==> config.mk <==
export PLATFORM = sky130hd
export DESIGN_NAME = serial_pattern_tx
export DESIGN_NICKNAME = d
export VERILOG_FILES = /design/src/rtl/serial_pattern_tx.sv
export SDC_FILE = /design/constraint.sdc
export NUM_CORES = 1
export LEC_CHECK = 0
export CAP_MARGIN = 20
export CORE_MARGIN = 5
export CORE_UTILIZATION = 50
export DETAILED_ROUTE_END_ITERATION = 10
export PLACE_DENSITY = 0.74
export SETUP_SLACK_MARGIN = 0.5
export SLEW_MARGIN = 20
export SYNTH_ARGS = -nofsm -noshare
export SYNTH_HDL_FRONTEND = slang
export SYNTH_SLANG_ARGS = --single-unit
==> constraint.sdc <==
create_clock -name clk -period 3.7 [get_ports clk]
set_input_delay 0.74 -clock clk [delete_from_list [all_inputs] [get_ports clk]]
set_output_delay 0.74 -clock clk [all_outputs]
set_load 0.01 [all_outputs]
==> src/rtl/serial_pattern_tx.sv <==
// Serialises an MSB-first slice of a latched pattern, repeated a configurable number of times
// with optional idle gaps between repetitions. All outputs are registered.
module serial_pattern_tx #(
  parameter int DATA_W = 8,
  parameter int REP_W  = 4,
  localparam int NB_W  = $clog2(DATA_W) + 1,
  localparam int IDX_W = (DATA_W > 1) ? $clog2(DATA_W) : 1
) (
  input  logic              clk,
  input  logic              rst,
  input  logic              start,
  input  logic              stop,
  input  logic [DATA_W-1:0] pattern,
  input  logic [NB_W-1:0]   nbits,
  input  logic [REP_W-1:0]  reps,
  input  logic [3:0]        gap,
  output logic              ser_out,
  output logic              ser_valid,
  output logic              busy,
  output logic              done,
  output logic [REP_W-1:0]  frame_cnt
);

  typedef enum logic [1:0] {IDLE, SEND, GAP, DONE} state_t;

  localparam logic [NB_W-1:0] DATA_W_N = NB_W'(DATA_W);

  state_t             state;
  logic [DATA_W-1:0]  pat_r;
  logic [IDX_W-1:0]   first_idx;
  logic [IDX_W-1:0]   bit_idx;
  logic [REP_W-1:0]   reps_r;
  logic [3:0]         gap_r;
  logic [3:0]         gap_left;
  logic [REP_W-1:0]   next_cnt;
  logic               more_reps;

  // An out-of-range bit count (0 or wider than the pattern) sends the full pattern.
  function automatic logic [IDX_W-1:0] last_idx(input logic [NB_W-1:0] n);
    if (n == '0 || n > DATA_W_N) return IDX_W'(DATA_W - 1);
    else                         return IDX_W'(n - 1'b1);
  endfunction

  assign next_cnt  = frame_cnt + 1'b1;
  assign more_reps = (reps_r == '0) || (next_cnt != reps_r);

  always_ff @(posedge clk) begin
    if (rst) begin
      state     <= IDLE;
      ser_out   <= 1'b0;
      ser_valid <= 1'b0;
      busy      <= 1'b0;
      done      <= 1'b0;
      frame_cnt <= '0;
      pat_r     <= '0;
      first_idx <= '0;
      bit_idx   <= '0;
      reps_r    <= '0;
      gap_r     <= '0;
      gap_left  <= '0;
    end else begin
      case (state)
        IDLE: begin
          done      <= 1'b0;
          ser_out   <= 1'b0;
          ser_valid <= 1'b0;
          busy      <= 1'b0;
          if (start) begin
            pat_r     <= pattern;
            first_idx <= last_idx(nbits);
            bit_idx   <= last_idx(nbits);
            reps_r    <= reps;
            gap_r     <= gap;
            frame_cnt <= '0;
            ser_out   <= pattern[last_idx(nbits)];
            ser_valid <= 1'b1;
            busy      <= 1'b1;
            state     <= SEND;
          end
        end
        SEND: begin
          // The bit on the wire this cycle counts as sent even when stop aborts.
          if (stop) begin
            if (bit_idx == '0) frame_cnt <= next_cnt;
            state     <= DONE;
            done      <= 1'b1;
            ser_valid <= 1'b0;
            ser_out   <= 1'b0;
          end else if (bit_idx == '0) begin
            frame_cnt <= next_cnt;
            if (!more_reps) begin
              state     <= DONE;
              done      <= 1'b1;
              ser_valid <= 1'b0;
              ser_out   <= 1'b0;
            end else if (gap_r == 4'd0) begin
              bit_idx <= first_idx;
              ser_out <= pat_r[first_idx];
            end else begin
              state     <= GAP;
              gap_left  <= gap_r - 4'd1;
              ser_valid <= 1'b0;
              ser_out   <= 1'b0;
            end
          end else begin
            bit_idx <= bit_idx - 1'b1;
            ser_out <= pat_r[bit_idx - 1'b1];
          end
        end
        GAP: begin
          if (stop) begin
            state     <= DONE;
            done      <= 1'b1;
            ser_valid <= 1'b0;
            ser_out   <= 1'b0;
          end else if (gap_left == 4'd0) begin
            state     <= SEND;
            bit_idx   <= first_idx;
            ser_out   <= pat_r[first_idx];
            ser_valid <= 1'b1;
          end else begin
            gap_left <= gap_left - 4'd1;
          end
        end
        DONE: begin
          state     <= IDLE;
          done      <= 1'b0;
          busy      <= 1'b0;
          ser_valid <= 1'b0;
          ser_out   <= 1'b0;
        end
        default: state <= IDLE;
      endcase
    end
  end

endmodule

==> reports/qor.csv, run 1 <==
stage,metric,value,unit
outcome,status,finished clean,
yosys,sequential share of the synthesized area,0.3124,
placement,PortBufs,31,
sta,RSZ-0062 raised after global routing,false,
cts,Root Driver,clkbuf_8,
pwr,Comb pwr share,0.427,
detailed_routing,routed len/inst,15.23,um
detailed_routing,Via density,5.799,
cts,clock buffer depth,2,
worst_setup_path,crit end category,flop,
cts,TritonCTS Sinks,36,
sta,crit path time final,2.803,ns
detailed_routing,DR pass1 iterations,4,
pwr,clock power share,0.231,
sta,Final period util,0.7577,
detailed_routing,"antenna viol nets, final",0,
placement,pre-CTS setup slack,0.5794,ns
global_routing,first-pass GRT wire length,9466,um
worst_setup_path,Crit Path Class,in2reg,
sta,Post-Route Setup TNS,0,ns
floorplanning,Die Ht,77.93,um
yosys,"FF+latch count, synth",36,
global_routing,initial antenna violation count,0,
final_layout,final instance area,2753,um2
pwr,Power Dens Cells,557.2,nW/um2
cts,clk_lat worst skew,0.29,ns
pwr,P_int,0.9513,mW
cts,post-cts resize count,0,
flow_run,max_cap viols,0,
cts,Worst-path clk slew,0.07,ns
detailed_routing,DRT iter0 DRCs,201,
sta,"Slew Viols, Final",0,
sta,setup ws final,0.8966,ns
sta,Setup Viol. Count Final,0,
worst_setup_path,CP arrival,2.94,ns
sta,worst rel slew slack,0.4699,
final_layout,share of cells above drive strength 1,0.09615,
placement,RePlAce Congestion,0.8242,
detailed_routing,DRC viols,0,
cts,Post-CTS Setup Inserts,0,
final_layout,number of diodes,0,
final_layout,Non-Filler Instances,364,
worst_setup_path,r2r startpoint,state[0]$_SDFFE_PP0P_,
yosys,Synth Flop Type,dfxtp_1,
yosys,Async SR Flop Fraction,0,
sta,final hold violations,0,
sta,Hold WS,0.4735,ns
pwr,net switching power,0.5823,mW
pwr,Sw Share,0.3797,
cts,CTS Buf Count,5,
final_layout,final design utilization,0.6236,
global_routing,largest net degree at the start of global routing,22,
sta,Worst Max-Slew Pin Slew,0.7926,ns
yosys,Post-Syn Nets,320,
yosys,synthesized cell area,2307,um2
sta,clk_skew,0.009625,ns
placement,placed inst area,2641,um2
detailed_routing,final WL,5544,um
floorplanning,core area,4414,um2
yosys,Gate Count Post-Synth,286,
pwr,leakage power,1.015,nW
cts,hold_buf cts,0,
global_routing,GRT overflow,0,
worst_setup_path,Critical Path Source,nbits[0],
pwr,Worst IR Drop VDD,0.2281,mV
placement,placed instance count,356,
final_layout,"commonest non-fill, non-tap cell in the layout",nand2_1,
yosys,Yosys warnings,0,
yosys,library cells used by synthesis,54,
cts,Max H-tree Level,2,
global_routing,GRT Total Usage,0.1900,
sta,max frequency,356.7,MHz
worst_hold_path,Worst Hold Class,reg2reg,
final_layout,final net count,345,
worst_hold_path,Worst Hold Launch,pat_r[0]$_SDFFE_PP0P_,
final_layout,"commonest cells after routing, fill and taps aside","nand2_1 (40), dfxtp_1 (36), clkdlybuf4s50_1 (31)",
floorplanning,I/O pin count,32,
floorplanning,row cnt,24,
pwr,part of the power in registers,0.342,
yosys,number of synthesized flops with an enable pin,0,
worst_setup_path,crit-path max FO,9,
pwr,Tot Pwr,1.534,mW
worst_setup_path,type of origin of the critical path,input port,
cts,TritonCTS clock tree,yes,
detailed_routing,routed via count,2111,
placement,Detail Placement HPWL,4074,um
worst_setup_path,CP required,3.84,ns
floorplanning,initial core utilization,0.5227,
floorplanning,die area,6073,um2
final_layout,Area Growth Syn to Fin,19.31,%
yosys,Avg Inst Size Synth,8.067,um2
floorplanning,die extent in x,77.93,um
global_routing,vias in the first global route,1936,
-- power groups by stage --
stage | Combinational (mW) | Sequential [mW] | Clock (mW)
after floorplan | 0.491 | 0.519 | 0
after global placement | 0.646 | 0.533 | 0
after detailed placement | 0.649 | 0.535 | 0
after CTS | 0.652 | 0.526 | 0.360
after global routing | 0.720 | 0.539 | 0.386
final | 0.654 | 0.525 | 0.354
-- cell families (layout without fill, tap and decap cells) --
family	count (synthesis)	in the layout	synth area share
buffers and inverters	22	48	0.03579
AO/OA/AOI/OAI	79	79	0.2213
flip-flops	36	36	0.3124
multiplexers	17	17	0.09924
AND/OR/NAND/NOR	114	114	0.2468
adder cells (fa/ha/maj)	10	10	0.05423
XOR/XNOR	8	8	0.03037
-- per-layer routing --
| metal | track usage | vias to the layer above | routed length (um) |
|---|---|---|---|
| met5 | 0 | - | 0 |
| li1 | - | 1073 | - |
| met4 | 0.07095 | 0 | 78 |
| met3 | 0.04051 | 4 | 378 |
| met2 | 0.2721 | 61 | 2386 |
| met1 | 0.2775 | 973 | 2701 |
-- cells in the mapped netlist (2+ instances only) --
cell      count  area, um2
or4_1         2      15.01
a21o_2        3      26.28
nand3b_1      5      37.54
nor3_1        8      40.04
nand2b_1      9      56.30
nand4b_1      2      17.52
dfxtp_1      36      720.7
nor2b_1       5      31.28
a21oi_1      30      150.1
nor2_1       27      101.4
xnor2_1       5      43.79
a211oi_1      5      37.54
nand2_1      40      150.1
clkbuf_1     11      41.29
mux2_2        3      33.78
ha_1         10      125.1
buf_1         4      15.01
nor3b_1       3      22.52
a22oi_1       2      15.01
o31ai_1       2      15.01
mux4_2        4      90.09
o211ai_1      3      22.52
inv_1         7      26.28
a31oi_1       4      25.02
xor2_1        3      26.28
mux2i_1       9      90.09
nor4_1        2      12.51
nand3_1       2      10.01
o21ai_0      15      75.07
-- critical path: stages --
cell,delay (ns)
clkdlybuf4s50_1,0.64
inv_1,0.08
ha_1,0.27
xor2_1,0.20
or2_2,0.33
o311ai_0,0.29
a211oi_1,0.08
a211oi_1,0.22
a211oi_1,0.09
-- final cells by class --
cell class                 count  area [um2]
fill                         398        1662
multi-input combinational    228        1504
sequential                    36       720.7
timing repair buffer          33       325.3
clock buffer                   5       68.82
tap                           52       65.06
clock inverter                 3       42.54
inverter                       7       26.28
-- sequential cells by signal, summed over array words and instances, names as in the netlist, 2 cells and up --
name       flops
gap_r          4
reps_r         4
state          2
frame_cnt      4
gap_left       4
pat_r          8
bit_idx        3
first_idx      3
-- path summary, 6_finish.rpt --
check | end | slack (ns) | cells past startpoint
worst min-delay path | pat_r[0]$_SDFFE_PP0P_ | 0.47 | 2
worst max register to register | gap_left[2]$_SDFFE_PP0P_ | 1.27 | 8
worst min register to register | pat_r[0]$_SDFFE_PP0P_ | 0.47 | 2
worst max-delay path | ser_out$_SDFFE_PP0P_ | 0.90 | 9
No activity file was read; power rests on OpenSTA's default activity.
==> run 2: changes to the inputs <==
--- a/config.mk
+++ b/config.mk
@@ -7,9 +7,9 @@
 export LEC_CHECK = 0
 export CAP_MARGIN = 20
 export CORE_MARGIN = 5
-export CORE_UTILIZATION = 50
+export CORE_UTILIZATION = 49
 export DETAILED_ROUTE_END_ITERATION = 10
-export PLACE_DENSITY = 0.74
+export PLACE_DENSITY = 0.76
 export SETUP_SLACK_MARGIN = 0.5
 export SLEW_MARGIN = 20
 export SYNTH_ARGS = -nofsm -noshare
==> constraint.sdc (replaced) <==
create_clock -name clk -period 2.4 [get_ports clk]
set_input_delay 0.48 -clock clk [delete_from_list [all_inputs] [get_ports clk]]
set_output_delay 0.48 -clock clk [all_outputs]
set_load 0.01 [all_outputs]
==> run 2 against run 1 <==
Worst setup slack worse by 0.42 ns; count of clock-buffer cells in the layout did not move; flip-flop and latch count is the same; die area rose by 1.8%; clock power up 30%; routed wire length rose by 18%; clock skew down 0.0051 ns; core utilization is 4.9 points higher; critical path type is now reg2reg; critical endpoint is now state[0]$_SDFFE_PP0P_.
==> reports/qor.csv, run 2 (synthesis gave the netlist of run 1 again) <==
stage,metric,value,unit
worst_setup_path,type of origin of the critical path,flop,
worst_setup_path,Crit Path Class,reg2reg,
sta,worst rel slew slack,0.5627,
final_layout,number of diodes,0,
cts,Worst-path clk slew,0.08,ns
placement,Detail Placement HPWL,4349,um
final_layout,"commonest cells after routing, fill and taps aside","nand2_1 (39), dfxtp_1 (30), a21oi_1 (29)",
worst_setup_path,crit-path max FO,4,
placement,PortBufs,31,
final_layout,share of cells above drive strength 1,0.2597,
sta,Final period util,0.8006,
pwr,Power Dens Cells,827.3,nW/um2
final_layout,Area Growth Syn to Fin,35.79,%
detailed_routing,Via density,5.967,
sta,"Slew Viols, Final",0,
worst_hold_path,hold path cells,2,
detailed_routing,routed via count,2321,
pwr,Worst IR Drop VDD,0.4655,mV
floorplanning,die area,6181,um2
placement,pre-CTS setup slack,0.04377,ns
floorplanning,core area,4661,um2
worst_setup_path,Slowest cell on crit path,dfxtp_4,
worst_setup_path,CP arrival,2.09,ns
global_routing,GRT overflow,0,
outcome,status,finished clean,
sta,RSZ-0062 raised after global routing,true,
sta,final hold violations,0,
global_routing,vias in the first global route,2115,
sta,max frequency,520.4,MHz
worst_setup_path,R2R cell count,8,
worst_setup_path,CP max stage delay,0.37,ns
floorplanning,I/O pin count,32,
detailed_routing,"antenna viol nets, final",0,
global_routing,initial antenna violation count,0,
floorplanning,die extent in x,78.62,um
cts,TritonCTS Sinks,36,
final_layout,final net count,368,
detailed_routing,routed len/inst,16.80,um
worst_setup_path,CP required,2.57,ns
final_layout,Largest Register,pat_r,
sta,clk_skew,0.004559,ns
sta,setup ws final,0.4785,ns
worst_setup_path,crit end category,flop,
placement,RePlAce Congestion,0.8485,
cts,hold_buf cts,0,
pwr,leakage power,1.169,nW
cts,clk_lat worst skew,0.30,ns
cts,clock buffer depth,2,
cts,Max H-tree Level,2,
flow_run,max_cap viols,0,
final_layout,final instance area,3133,um2
global_routing,first-pass GRT wire length,10350,um
worst_hold_path,Worst Hold Class,reg2reg,
final_layout,"commonest non-fill, non-tap cell in the layout",nand2_1,
worst_hold_path,Hold EP,pat_r[3]$_SDFFE_PP0P_,
floorplanning,row cnt,25,
placement,placed inst area,2765,um2
worst_setup_path,worst path cell trace,ha_4 > xnor2_4 > xnor2_2 > nor3_4 > buf_4 > and2_2 > o31ai_1 > a221oi_2,
cts,Root Driver,clkbuf_8,
worst_setup_path,Reg2Reg Capture Point,state[0]$_SDFFE_PP0P_,
final_layout,max FFs per register,8,
detailed_routing,DR pass1 iterations,5,
sta,Worst Max-Slew Pin Slew,0.6539,ns
detailed_routing,final WL,6537,um
sta,crit path time final,1.921,ns
worst_hold_path,Worst Hold Launch,pat_r[3]$_SDFFE_PP0P_,
floorplanning,Die Ht,78.62,um
cts,CTS Buf Count,5,
detailed_routing,DRT iter0 DRCs,148,
worst_setup_path,r2r setup slk,0.48,ns
sta,Setup Viol. Count Final,0,
sta,Post-Route Setup TNS,0,ns
worst_setup_path,r2r startpoint,frame_cnt[0]$_SDFFE_PP0P_,
global_routing,GRT Total Usage,0.2099,
global_routing,largest net degree at the start of global routing,20,
cts,TritonCTS clock tree,yes,
floorplanning,initial core utilization,0.4950,
detailed_routing,DRC viols,0,
final_layout,final design utilization,0.6722,
-- run 2: stage by stage --
step	power (mW)	instances	hold WS (ns)
floorplan	1.600	286	0.4431
CTS	2.473	386	0.4778
detailed placement	1.900	366	0.4651
global route	2.740	389	0.5035
finish	2.592	389	0.4773
global placement	1.879	366	0.4571
-- run 2: worst max-delay path, delay by kind of cell (launching register included) --
kind                     cells  cell delay, ns
buffers and inverters        1            0.16
AO/OA/AOI/OAI                2            0.45
flip-flops                   1            0.37
XOR/XNOR                     2            0.33
adder cells (fa/ha/maj)      1            0.18
AND/OR/NAND/NOR              2            0.29
-- run 2: area by class of cell --
type	instances	area [um2]
Timing Repair Buffer	56	500.5
Fill cell	362	1528
Clock buffer	5	68.82
Multi-Input combinational cell	228	1704
Inverter	7	28.78
Clock inverter	3	22.52
Tap cell	54	67.56
Sequential cell	36	740.7
-- run 2: layer usage --
layer	track usage	routed length, um
met1	0.2922	2921
met2	0.3260	3098
met3	0.03555	406
met4	0.07343	111
met5	0	0
-- run 2: where the power goes --
part           switching [mW]  internal, mW
combinational           0.689         0.621
clock                   0.253         0.207
sequential              0.117         0.706
-- run 2: how the worst max path moves through the flow --
stage / from / to
after floorplan: state[0]$_SDFFE_PP0P_ / gap_left[2]$_SDFFE_PP0P_
after global placement: nbits[0] / ser_out$_SDFFE_PP0P_
after detailed placement: nbits[0] / ser_out$_SDFFE_PP0P_
after CTS: state[0]$_SDFFE_PP0P_ / gap_left[2]$_SDFFE_PP0P_
after global routing: state[0]$_SDFFE_PP0P_ / frame_cnt[3]$_SDFFE_PP0P_
final: frame_cnt[0]$_SDFFE_PP0P_ / state[0]$_SDFFE_PP0P_
-- run 2: timing repair --
item                       CTS  global route
gates cloned                 0             0
hold endpoints to repair     0             0
resized for setup           26            15
pin swaps                   12             7
setup endpoints to repair   13            17
buffers inserted            12             3
